--- config.mk ---
export PLATFORM = sky130hd
export DESIGN_NAME = or1200_keccak_wbsrc_flat
export DESIGN_NICKNAME = d
export VERILOG_FILES = /design/src/rtl/or1200_keccak_pkg.sv /design/src/rtl/or1200_keccak_wbsrc_if.sv /design/src/rtl/or1200_keccak_lanefifo.sv /design/src/rtl/or1200_keccak_wbsrc.sv /design/src/flat_wrapper.sv
export SDC_FILE = /design/constraint.sdc
export NUM_CORES = 1
export LEC_CHECK = 0
export ABC_AREA = 0
export CAP_MARGIN = 10
export CORE_ASPECT_RATIO = 1.4
export CORE_MARGIN = 5
export CORE_UTILIZATION = 51
export CTS_BUF_LIST = sky130_fd_sc_hd__clkbuf_4 sky130_fd_sc_hd__clkbuf_8
export DETAILED_ROUTE_END_ITERATION = 7
export GPL_TIMING_DRIVEN = 0
export PLACE_DENSITY = 0.74
export SLEW_MARGIN = 20
export SYNTH_ARGS = -nofsm -noshare
export SYNTH_HDL_FRONTEND = slang
export SYNTH_SLANG_ARGS = --single-unit
--- constraint.sdc ---
create_clock -name clk -period 4.8 [get_ports clk]
set_clock_uncertainty 0.2 [all_clocks]
set_input_delay 1.44 -clock clk [delete_from_list [all_inputs] [get_ports clk]]
set_output_delay 1.44 -clock clk [all_outputs]
set_load 0.01 [all_outputs]
--- src/rtl/or1200_keccak_pkg.sv ---
// or1200_keccak_pkg: shared Keccak writeback constants.
// Holds the lane width, the half-word read states and the KECCAK rfwb_op code used by the wbmux decode.
package or1200_keccak_pkg;
   localparam int LANE_W = 64;
   typedef enum logic {READ_LO = 1'b0, READ_HI = 1'b1} half_t;
   localparam logic [3:0] RFWBOP_KECCAK = 4'b1100;
endpackage

--- src/rtl/or1200_keccak_wbsrc_if.sv ---
// or1200_keccak_wbsrc_if: lane-in / word-out bus of the Keccak writeback source.
// master drives flush, lane_valid, lane_data, rd_req and wb_freeze; slave returns lane_ready,
// keccak_dataout, keccak_stall and fifo_level.
interface or1200_keccak_wbsrc_if #(parameter int DW = 32, parameter int LANE_W = 64, parameter int DEPTH = 4);
   logic flush;
   logic lane_valid;
   logic [LANE_W-1:0] lane_data;
   logic lane_ready;
   logic rd_req;
   logic wb_freeze;
   logic [DW-1:0] keccak_dataout;
   logic keccak_stall;
   logic [$clog2(DEPTH):0] fifo_level;
   modport master(output flush, lane_valid, lane_data, rd_req, wb_freeze,
                  input lane_ready, keccak_dataout, keccak_stall, fifo_level);
   modport slave(input flush, lane_valid, lane_data, rd_req, wb_freeze,
                 output lane_ready, keccak_dataout, keccak_stall, fifo_level);
endinterface

--- src/rtl/or1200_keccak_lanefifo.sv ---
// or1200_keccak_lanefifo: synchronous lane FIFO.
// Ports: clk, rst, flush (clear), push/din (write), pop (drop head), level (lanes held), head (oldest lane).
// The caller never pushes when full or pops when empty.
module or1200_keccak_lanefifo #(parameter int DEPTH = 4, parameter int LANE_W = 64) (
   input  logic clk,
   input  logic rst,
   input  logic flush,
   input  logic push,
   input  logic pop,
   input  logic [LANE_W-1:0] din,
   output logic [$clog2(DEPTH):0] level,
   output logic [LANE_W-1:0] head
);
   localparam int AW = $clog2(DEPTH);
   localparam int LW = AW + 1;
   logic [LANE_W-1:0] mem [DEPTH];
   logic [AW-1:0] wr_ptr, rd_ptr;
   assign head = mem[rd_ptr];
   always_ff @(posedge clk)
      if (push) mem[wr_ptr] <= din;
   // Pointers wrap for free since DEPTH is a power of two.
   always_ff @(posedge clk) begin
      if (rst || flush) begin
         wr_ptr <= '0;
         rd_ptr <= '0;
         level <= '0;
      end else begin
         if (push) wr_ptr <= wr_ptr + 1'b1;
         if (pop) rd_ptr <= rd_ptr + 1'b1;
         level <= level + LW'(push) - LW'(pop);
      end
   end
endmodule

--- src/rtl/or1200_keccak_wbsrc.sv ---
// or1200_keccak_wbsrc: serves buffered 64-bit Keccak lanes as two 32-bit writeback words, low word first.
// Ports: clk, rst (sync, active-high) and bus (slave side of or1200_keccak_wbsrc_if).
module or1200_keccak_wbsrc
   import or1200_keccak_pkg::half_t;
   import or1200_keccak_pkg::READ_LO;
   import or1200_keccak_pkg::READ_HI;
#(parameter int DW = 32, parameter int LANE_W = 2 * DW, parameter int DEPTH = 4) (
   input logic clk,
   input logic rst,
   or1200_keccak_wbsrc_if.slave bus
);
   localparam int LW = $clog2(DEPTH) + 1;
   half_t half;
   logic push, pop, rd_ok, has_data;
   logic [LANE_W-1:0] head;
   assign has_data = bus.fifo_level != '0;
   // Ready is decoded from the level register only, so there is no rd_req -> lane_ready path.
   assign bus.lane_ready = bus.fifo_level != LW'(DEPTH);
   assign push = bus.lane_valid && bus.lane_ready && !bus.flush;
   assign rd_ok = bus.rd_req && !bus.wb_freeze && has_data;
   assign pop = rd_ok && half == READ_HI;
   // Stall ignores freeze: an empty FIFO is reported even while writeback is frozen.
   assign bus.keccak_stall = bus.rd_req && !has_data;
   or1200_keccak_lanefifo #(.DEPTH(DEPTH), .LANE_W(LANE_W)) u_fifo (
      .clk(clk),
      .rst(rst),
      .flush(bus.flush),
      .push(push),
      .pop(pop),
      .din(bus.lane_data),
      .level(bus.fifo_level),
      .head(head)
   );
   always_ff @(posedge clk) begin
      if (rst) begin
         half <= READ_LO;
         bus.keccak_dataout <= '0;
      end else begin
         if (bus.flush) half <= READ_LO;
         else if (rd_ok) half <= half == READ_LO ? READ_HI : READ_LO;
         if (rd_ok) bus.keccak_dataout <= half == READ_HI ? head[LANE_W-1:DW] : head[DW-1:0];
      end
   end
endmodule

--- src/flat_wrapper.sv ---
// flat-port wrapper written by rule: the top's interface ports become plain ports
module or1200_keccak_wbsrc_flat import or1200_keccak_pkg::half_t; import or1200_keccak_pkg::READ_LO; import or1200_keccak_pkg::READ_HI;
#(parameter int DW = 32, parameter int LANE_W = 2 * DW, parameter int DEPTH = 4)
  (clk, rst, bus_flush, bus_lane_valid, bus_lane_data, bus_rd_req, bus_wb_freeze, bus_lane_ready, bus_keccak_dataout, bus_keccak_stall, bus_fifo_level);
  or1200_keccak_wbsrc_if #(.DW(DW), .LANE_W(LANE_W), .DEPTH(DEPTH)) bus_i ();
  input logic clk;
  input logic rst;
  input wire logic [$bits(bus_i.flush)-1:0] bus_flush;
  input wire logic [$bits(bus_i.lane_valid)-1:0] bus_lane_valid;
  input wire logic [$bits(bus_i.lane_data)-1:0] bus_lane_data;
  input wire logic [$bits(bus_i.rd_req)-1:0] bus_rd_req;
  input wire logic [$bits(bus_i.wb_freeze)-1:0] bus_wb_freeze;
  output wire logic [$bits(bus_i.lane_ready)-1:0] bus_lane_ready;
  output wire logic [$bits(bus_i.keccak_dataout)-1:0] bus_keccak_dataout;
  output wire logic [$bits(bus_i.keccak_stall)-1:0] bus_keccak_stall;
  output wire logic [$bits(bus_i.fifo_level)-1:0] bus_fifo_level;
  assign bus_i.flush = bus_flush;
  assign bus_i.lane_valid = bus_lane_valid;
  assign bus_i.lane_data = bus_lane_data;
  assign bus_i.rd_req = bus_rd_req;
  assign bus_i.wb_freeze = bus_wb_freeze;
  assign bus_lane_ready = bus_i.lane_ready;
  assign bus_keccak_dataout = bus_i.keccak_dataout;
  assign bus_keccak_stall = bus_i.keccak_stall;
  assign bus_fifo_level = bus_i.fifo_level;
  or1200_keccak_wbsrc #(.DW(DW), .LANE_W(LANE_W), .DEPTH(DEPTH)) u_core (.clk(clk), .rst(rst), .bus(bus_i));
endmodule
==> results.ini, run 1 <==
[drt]
wl_per_cell_um=22.7
vias=5867
dr.pass1.iters=4
drtIter0Drc=302
totalWireLength_mm=23.9
drc=0
vias_per_cell=5.57
antenna_left=0

[power_and_ir_drop]
combPwrFrac_pct=4.1
switching_share_pct=19.9
power_switching_uw=983
intPower_uw=3970
p_leak_uw=0.00447
clkPwrFrac_pct=38.0
p_per_area_nw_per_um2=356
ir_drop_mv=0.239
pwr-share-seq_pct=57.9

[clocking]
htreeDepth=2
ctsHoldBuffers=0
cts.sinks=298
cts_setup_buffers=0
root_buffer=clkbuf_8
cts_buffers=43
cts.path.max_buffers=3
cts-resized-gates=0
clk_latency_ps=530
cts_tree=yes
path_clk_slew_ps=70

[global_routing]
grt_max_degree=43
overflow=0
grt_usage_pct=18.7
antenna_found_initial=0
grt_pass1_wl_mm=35.7
grt_pass1_vias=6266

[cells_and_area]
area_growth_pct=20.4
fin_nets=798
diodes=0
drive_above_1_share_pct=16.2
final_util_pct=61.9

[critical_path]
cp_slowest_cell=clkdlybuf4s50_1
required_ps=3160
start_kind=input port
critPathLaunch=bus_rd_req
critPathCaptureType=output pin
path_common_cell=clkdlybuf4s50_1
critical-path-top-delay-family=buffers and inverters
critPathArrivalTime_ps=2650
crit_buf_inv=2
crit_type=in -> out
worstReg2RegStart=u_core.u_fifo.level[1]$_SDFF_PP0_
crit_chain=clkdlybuf4s50_1, and2_1, clkdlybuf4s50_1
crit_fanout=3
max_stage_delay_ps=530

[synth]
synth_edf_count=256
synth_area_um2=11500
yosysTopAreaCellShare_pct=66.6
yosysMostFrequentCell=edfxtp_1
syn_inst=567
ys_top_cells_by_area=edfxtp_1, mux4_1, dfxtp_1
yosysTopAreaCell=edfxtp_1
synth_top_family_by_area=multiplexers
synth-xor-area-share_pct=0.0759
synth-main-ff-cell=edfxtp_1
synth_common_cells=edfxtp_1, mux4_1, dfxtp_1
async_flop_share_pct=0
synth-compound-area-share_pct=4.10
postSynthAreaPerCell_um2=20.4
ys_types=34
synthSimpleGateAreaFrac_pct=2.70
synth_adder_area_share_pct=0.824
yosys_warnings=0
ys_ff_latch=298
syn_nets=644
synth_mux_area_share_pct=15.0
synth_seq_area_share_pct=73.9

[place]
pre_cts_slack_ps=521
routabilityCongestion=0.822
dpl.hpwl_mm=16.0
io_buffer_count=105

[sta]
worst_slack_ps=515
fmax_mhz=233
hold_violations=0
maxSlewViolCount=0
period_minus_slack_ps=4290
setup_viol=0
relSlewSlack_pct=62.4
tightest_slew_ps=559
rsz0062_at_grt=false
finalCritPeriodShare_pct=89.3

[worst_hold_path]
hold_path_class=reg -> reg
min_from=u_core.u_fifo.rd_ptr[1]$_SDFFE_PP0P_

[die]
io-pin-count=107
die_w_um=137
die_y_um=188
fp-row-count=65
core_um2=22400
start_util_pct=51.4
die-area_um2=25800

[run_status]
status=finished, final reports clean

[run]
cap_violations=0

[worst paths after layout]
| path | to | slack (ps) | cells after the start |
|---|---|---|---|
| min | u_core.u_fifo.rd_ptr[1]$_SDFFE_PP0P_ | 290 | 2 |
| max reg2reg | u_core.u_fifo.level[2]$_SDFF_PP0_ | 1950 | 11 |
| max | bus_keccak_stall | 510 | 3 |
| min reg2reg | u_core.u_fifo.rd_ptr[1]$_SDFFE_PP0P_ | 290 | 2 |
[worst register-to-register path: cells and delay by family (launching register included)]
kind                       cells  cell delay, ps
and+or+nand+nor                4             910
adders and majority gates      3             780
DFF                            1             510
buffers and inverters          3             200
xor gates and xnor gates       1             170
[sequential cells by signal, indices dropped and copies added (netlist names), named ones only]
register	flops
u_core.u_fifo.rd_ptr	2
u_core.u_fifo.level	3
u_core.bus.keccak_dataout	32
u_core.half	1
u_core.u_fifo.mem	256
u_core.u_fifo.wr_ptr	2
[layer usage]
metal	global-route usage (%)	vias up	routed length [um]
li1	-	2668	-
met1	22.6	2950	9030
met2	32.1	205	12600
met3	5.23	44	1690
met4	6.11	0	631
met5	0	-	0
[stage by stage]
step / cell area [um^2] / total power (uW) / std cells / TNS [ps] / hold slack [ps]
finish: 13900 / 4950 / 1053 / 0 / 286
global route: 13900 / 5120 / 1053 / 0 / 322
CTS: 13900 / 5000 / 1053 / 0 / 287
detailed placement: 13100 / 3120 / 977 / 0 / 279
global placement: 13000 / 3110 / 973 / -213870 / 263
floorplan: 11500 / 3000 / 567 / 0 / 250
[power by group through the flow]
stage          Sequential (uW)  Clock [uW]  Combinational [uW]
3_3_place_gp              2920           0                 187
5_1_grt                   2870        2040                 215
2_1_floorplan             2920           0                72.0
3_5_place_dp              2920           0                 201
6_report                  2870        1880                 201
4_1_cts                   2870        1930                 202
[final cells by class]
type | instances | area, um^2
clock buffer | 63 | 761
timing repair buffer | 109 | 1150
sequential | 298 | 8530
clock inverter | 13 | 50.0
multi-input combinational | 225 | 2630
tap | 301 | 377
buffer | 36 | 359
fill | 1601 | 8550
inverter | 8 | 32.5
[layout by cell type (no fill, tap or decap), drive strengths merged]
| cell | instances |
|---|---|
| nand2 | 41 |
| clkinv | 13 |
| nor3b | 1 |
| or4 | 1 |
| xor2 | 1 |
| mux4 | 64 |
| clkdlybuf4s50 | 105 |
| nand3 | 3 |
| fa | 1 |
| a21oi | 37 |
| o31ai | 1 |
| inv | 8 |
| edfxtp | 256 |
| nor2b | 1 |
| a311oi | 20 |
| or3 | 2 |
| clkbuf | 73 |
| dfxtp | 42 |
| ha | 6 |
| nor3 | 4 |
| mux2i | 13 |
| a211oi | 12 |
| nor2 | 4 |
| nand2b | 1 |
| nand4 | 1 |
| o21ai | 3 |
| and2 | 7 |
| buf | 30 |
| or2 | 1 |
[cells by family (layout without fill, tap and decap cells)]
kind of cell             after synthesis  after routing
flip-flops                           298            298
multiplexers                          77             77
AO/OA/AOI/OAI                         73             73
AND/OR/NAND/NOR                       67             67
buffers and inverters                 44            229
adder cells (fa/ha/maj)                7              7
XOR/XNOR                               1              1
(Power assumes the default switching activity.)
==> run 2: changes to the inputs <==
--- a/config.mk
+++ b/config.mk
@@ -6,7 +6,6 @@
 export NUM_CORES = 1
 export LEC_CHECK = 0
 export ABC_AREA = 0
-export CAP_MARGIN = 10
 export CORE_ASPECT_RATIO = 1.4
 export CORE_MARGIN = 5
 export CORE_UTILIZATION = 51
@@ -17,4 +16,5 @@
 export SLEW_MARGIN = 20
 export SYNTH_ARGS = -nofsm -noshare
 export SYNTH_HDL_FRONTEND = slang
+export SYNTH_HIERARCHICAL = 1
 export SYNTH_SLANG_ARGS = --single-unit
==> results.ini, run 2 <==
[run_status]
status=finished, final reports clean

[global_routing]
grt_usage_pct=18.2  ; -0.48 points
overflow=0  ; unchanged
grt_max_degree=43  ; unchanged
antenna_found_initial=1  ; +1
grt_pass1_wl_mm=35.5  ; -0.66%
grt_pass1_vias=6415  ; +2.4%

[synth]
synth_common_cells=edfxtp_1, mux4_2, dfxtp_1
ys_types=33  ; -2.9%
synth-main-ff-cell=edfxtp_1
yosysTopAreaCellShare_pct=67.0  ; +0.41 points
ys_top_cells_by_area=edfxtp_1, mux4_2, dfxtp_1
async_flop_share_pct=0  ; unchanged
syn_inst=540  ; -4.8%
yosysTopAreaCell=edfxtp_1
yosys_warnings=6  ; +6
postSynthAreaPerCell_um2=21.2  ; +4.4%
yosysMostFrequentCell=edfxtp_1
synth_seq_area_share_pct=74.4  ; +0.46 points
syn_nets=617  ; -4.2%
synth_area_um2=11500  ; -0.62%
synth_edf_count=256  ; unchanged
ys_ff_latch=298  ; unchanged

[place]
dpl.hpwl_mm=14.9  ; -6.8%
io_buffer_count=106  ; +0.95%
routabilityCongestion=0.787  ; -4.2%
pre_cts_slack_ps=269  ; -252 ps
placedInstanceArea_um2=13000  ; -0.41%

[sta]
period_minus_slack_ps=4240  ; -49.2 ps
setup_viol=0  ; unchanged
worst_slack_ps=564  ; +49.2 ps
tightest_slew_ps=855  ; +296 ps
relSlewSlack_pct=43.0  ; -19 points
maxSlewViolCount=0  ; unchanged
rsz0062_at_grt=false
finalCritPeriodShare_pct=88.3  ; -1.0 points
hold_violations=0  ; unchanged
fmax_mhz=236  ; +1.2%

[cells_and_area]
fill_cells=1533  ; -4.2%
reg_top3=u_core/u_fifo/mem: 256 flops, u_core/bus.keccak_dataout: 32 flops, u_core/u_fifo/level: 3 flops
fin_area_um2=13900  ; +0.26%
fin_nets=772  ; -3.3%
regArea_um2=8530  ; unchanged
final_common_cell=edfxtp_1
mostFrequentLayoutCells=edfxtp_1, clkdlybuf4s50_1, mux4_2
multi_input_area_um2=2630  ; -0.14%
area_growth_pct=21.4
largest_register_ffs=256  ; unchanged
drive_above_1_share_pct=27.0  ; +11 points
regMostFlops=u_core/u_fifo/mem
diodes=0  ; unchanged
final_util_pct=62.3  ; +0.39 points

[run]
cap_violations=0  ; unchanged

[critical_path]
critPathCaptureType=output pin
critPathArrivalTime_ps=2600  ; -50 ps
crit_type=in -> out
crit_fanout=2  ; -1
required_ps=3160  ; about the same
start_kind=input port

[power_and_ir_drop]
switching_share_pct=19.4  ; -0.50 points
ir_drop_mv=0.193  ; -19%
p_leak_uw=0.00435  ; -2.7%
power_switching_uw=992  ; +0.85%
p_per_area_nw_per_um2=368  ; +3.2%
intPower_uw=4130  ; +4.1%
clkPwrFrac_pct=40.0  ; +2.0 points
pwr-share-seq_pct=55.9  ; -2.0 points
combPwrFrac_pct=4.1  ; about the same

[clocking]
clk_latency_ps=520  ; about the same
path_clk_slew_ps=60  ; about the same
cts-resized-gates=0  ; unchanged
cts_tree=yes
cts_setup_buffers=0  ; unchanged
ctsHoldBuffers=0  ; unchanged
cts.path.max_buffers=3  ; unchanged
cts_buffers=43  ; unchanged
cts.sinks=298  ; unchanged
htreeDepth=2  ; unchanged
root_buffer=clkbuf_8

[die]
start_util_pct=51.3  ; -0.13 points
die-area_um2=25600  ; -0.58%
die_y_um=187  ; -0.29%
die_w_um=137  ; -0.28%
core_um2=22400  ; -0.36%
io-pin-count=107  ; unchanged
fp-row-count=65  ; unchanged

[drt]
wl_per_cell_um=22.3  ; -1.8%
antenna_left=0  ; unchanged
totalWireLength_mm=22.9  ; -4.3%
drc=0  ; unchanged
drtIter0Drc=361  ; +20%
vias_per_cell=5.53  ; -0.81%
vias=5670  ; -3.4%
dr.pass1.iters=5  ; +1

[worst_hold_path]
hold_path_class=reg -> reg

[run 2: cell families (layout without fill, tap and decap cells)]
group | count (synthesis) | count (layout) | share of synthesized area [%]
simple gates | 24 | 24 | 1.12
buf+inv | 44 | 229 | 2.83
mux | 97 | 97 | 15.6
compound gates | 67 | 67 | 4.93
flops | 298 | 298 | 74.4
fa+ha+maj | 7 | 7 | 0.829
xor+xnor | 3 | 3 | 0.360
[run 2: layout make-up]
class / instances / share of cell area [%]
clock inverters: 10 / 0.719
flip-flops and latches: 298 / 61.2
plain buffers: 35 / 2.08
well taps: 301 / 2.70
inverters: 9 / 0.243
clock buffers: 65 / 5.75
repair buffers: 110 / 8.41
multi-input cells: 198 / 18.9
[run 2: worst paths after layout]
path	from	endpoint	slack, ps	depth (start not counted)
max	bus_rd_req	bus_keccak_stall	560	4
min reg2reg	u_core/u_fifo/rd_ptr[0]$_SDFFE_PP0P_	u_core/u_fifo/rd_ptr[1]$_SDFFE_PP0P_	350	2
max reg2reg	u_core/u_fifo/level[1]$_SDFF_PP0_	u_core/u_fifo/level[2]$_SDFF_PP0_	1770	10
min	u_core/u_fifo/rd_ptr[0]$_SDFFE_PP0P_	u_core/u_fifo/rd_ptr[1]$_SDFFE_PP0P_	350	2
[run 2: through the flow]
step           power [uW]  hold WS [ps]  TNS (ps)  instances
2_1_floorplan        3000           299         0        540
3_3_place_gp         3120           309   -207920        947
3_5_place_dp         3130           346         0        951
4_1_cts              5170           354         0       1026
5_1_grt              5310           369         0       1026
6_report             5120           351         0       1026
[run 2: layer usage]
metal	track usage, %	vias to the layer above	part of all wire [%]
li1	-	2522	-
met1	23.0	2927	39
met2	31.9	181	54
met3	3.04	38	5.2
met4	5.59	2	2.3
met5	0	-	0.057
[run 2: worst max-delay path: stages]
cell and delay (ps):
clkdlybuf4s50_1 470, inv_1 40, nor2_1 90, clkdlybuf4s50_1 550
[run 2: power groups by stage]
stage               Clock (uW)  Combinational, uW  Sequential [uW]
CTS                       2090                213             2860
global placement             0                198             2920
finish                    2050                210             2860
detailed placement           0                212             2920
floorplan                    0               81.4             2920
global route              2220                226             2860
==> run 3: changes to the inputs <==
--- a/config.mk
+++ b/config.mk
@@ -7,13 +7,12 @@
 export LEC_CHECK = 0
 export ABC_AREA = 0
 export CORE_ASPECT_RATIO = 1.4
-export CORE_MARGIN = 5
-export CORE_UTILIZATION = 51
+export CORE_MARGIN = 2
+export CORE_UTILIZATION = 59
 export CTS_BUF_LIST = sky130_fd_sc_hd__clkbuf_4 sky130_fd_sc_hd__clkbuf_8
 export DETAILED_ROUTE_END_ITERATION = 7
 export GPL_TIMING_DRIVEN = 0
-export PLACE_DENSITY = 0.74
-export SLEW_MARGIN = 20
+export PLACE_DENSITY = 0.84
 export SYNTH_ARGS = -nofsm -noshare
 export SYNTH_HDL_FRONTEND = slang
 export SYNTH_HIERARCHICAL = 1
==> results.ini, run 3 (synthesis results as in run 2) <==
[sta]
finalSetupTns_ps=0  ; unchanged
hold_violations=0  ; unchanged
setup_viol=0  ; unchanged
tightest_slew_ps=935  ; +79.5 ps
fin_worst_hold_slack_ps=343  ; -8.09 ps
relSlewSlack_pct=37.7  ; -5.3 points
maxSlewViolCount=0  ; unchanged
rsz0062_at_grt=false
period_minus_slack_ps=4230  ; -9.57 ps
fmax_mhz=237  ; +0.23%
finalCritPeriodShare_pct=88.1  ; -0.20 points

[global_routing]
overflow=0  ; unchanged
grt_usage_pct=23.2  ; +5.0 points
grt_pass1_vias=6305  ; -1.7%
grt_max_degree=34  ; -21%
antenna_found_initial=0  ; -1
grt_pass1_wl_mm=35.2  ; -0.84%

[die]
die_w_um=122  ; -11%
die_y_um=169  ; -9.9%
start_util_pct=59.9  ; +8.6 points
die-area_um2=20600  ; -20%
io-pin-count=107  ; unchanged
core_um2=19100  ; -14%
fp-row-count=60  ; -7.7%

[drt]
wl_per_cell_um=23.5  ; +5.4%
drtIter0Drc=570  ; +58%
totalWireLength_mm=22.9  ; +0.23%
antenna_left=0  ; unchanged
vias=5706  ; +0.63%
drc=0  ; unchanged
dr.pass1.iters=5  ; unchanged
vias_per_cell=5.85  ; +5.8%

[critical_path]
max_stage_delay_ps=550  ; about the same
critPathCaptureType=output pin
path_common_cell=clkdlybuf4s50_1
crit_type=in -> out
critPathArrivalTime_ps=2590  ; about the same
cp_slowest_cell=clkdlybuf4s50_1
start_kind=input port
critPathLaunch=bus_rd_req
crit_chain=clkdlybuf4s50_1, inv_1, nor2_1, clkdlybuf4s50_1
worstReg2RegStart=u_core/u_fifo/level[1]$_SDFF_PP0_
required_ps=3160  ; about the same
crit_fanout=2  ; unchanged

[clocking]
htreeDepth=2  ; unchanged
cts_tree=yes
clk_latency_ps=530  ; about the same
path_clk_slew_ps=60  ; about the same
cts.path.max_buffers=3  ; unchanged
cts_buffers=42  ; -2.3%
cts_setup_buffers=0  ; unchanged
cts-resized-gates=0  ; unchanged
cts.sinks=298  ; unchanged
root_buffer=clkbuf_8
ctsHoldBuffers=0  ; unchanged

[cells_and_area]
reg_top3=u_core/u_fifo/mem: 256 flops, u_core/bus.keccak_dataout: 32 flops, u_core/u_fifo/level: 3 flops
final_common_cell=edfxtp_1
fill_cells=1088  ; -29%
mostFrequentLayoutCells=edfxtp_1, clkdlybuf4s50_1, mux4_2
final_cells=976  ; -4.9%
fin_nets=771  ; -0.13%
diodes=0  ; unchanged
largest_register_ffs=256  ; unchanged
regMostFlops=u_core/u_fifo/mem
drive_above_1_share_pct=27.3  ; +0.30 points
area_growth_pct=21.0

[place]
dpl.hpwl_mm=14.6  ; -1.9%
routabilityCongestion=0.717  ; -8.9%
io_buffer_count=106  ; unchanged
dp_cells=898  ; -5.6%

[worst_hold_path]
hold_path_class=reg -> reg
min_from=u_core/u_fifo/rd_ptr[1]$_SDFFE_PP0P_

[run_status]
status=finished, final reports clean

[power_and_ir_drop]
p_per_area_nw_per_um2=372  ; +1.3%
p_leak_uw=0.00435  ; +0.16%
ir_drop_mv=0.210  ; +8.9%

[run]
cap_violations=0  ; unchanged

run 3: final timing paths:
check	endpoint	slack (ps)	depth (start not counted)
max	bus_keccak_stall	570	4
min	register	340	2
max reg2reg	u_core/u_fifo/level[2]$_SDFF_PP0_	1780	10
min reg2reg	register	340	2
run 3: routing by layer:
layer / part of all wire (%) / GRT usage, % / vias to the layer above
met1: 38 / 28.1 / 2924
met4: 2.6 / 8.10 / 0
met5: 0 / 0 / -
li1: - / - / 2525
met2: 54 / 41.8 / 203
met3: 5.6 / 4.08 / 54
run 3: stage by stage:
stage          utilization, %  worst slack (ps)  total power [uW]  area (um^2)
2_1_floorplan               -               872              3000        11500
3_5_place_dp             67.5               383              3130        12900
5_1_grt                  72.5               494              5310        13900
6_report                 72.5               573              5170        13900
4_1_cts                  72.5               561              5200        13900
3_3_place_gp             67.1              -767              3110        12800
run 3: layout make-up:
cell class,instances,area (um^2),share of cell area [%]
Sequential cell,298,8530,61.5
Multi-Input combinational cell,198,2630,18.9
Timing Repair Buffer,110,1140,8.23
Clock buffer,69,868,6.26
Tap cell,248,310,2.24
Buffer,35,290,2.09
Clock inverter,9,73.8,0.532
Inverter,9,33.8,0.244
run 3: report_power, final:
group / switching, uW / leakage [uW] / internal [uW] / total, uW
logic: 105 / 0.00119 / 105 / 210
clock network: 890 / 0.000500 / 1200 / 2090
registers: 12.9 / 0.00266 / 2850 / 2860
run 3: critical path, delay by kind of cell:
| kind | cells | cell delay [ps] |
|---|---|---|
| buffers and inverters | 3 | 1060 |
| AND/OR/NAND/NOR | 1 | 90 |
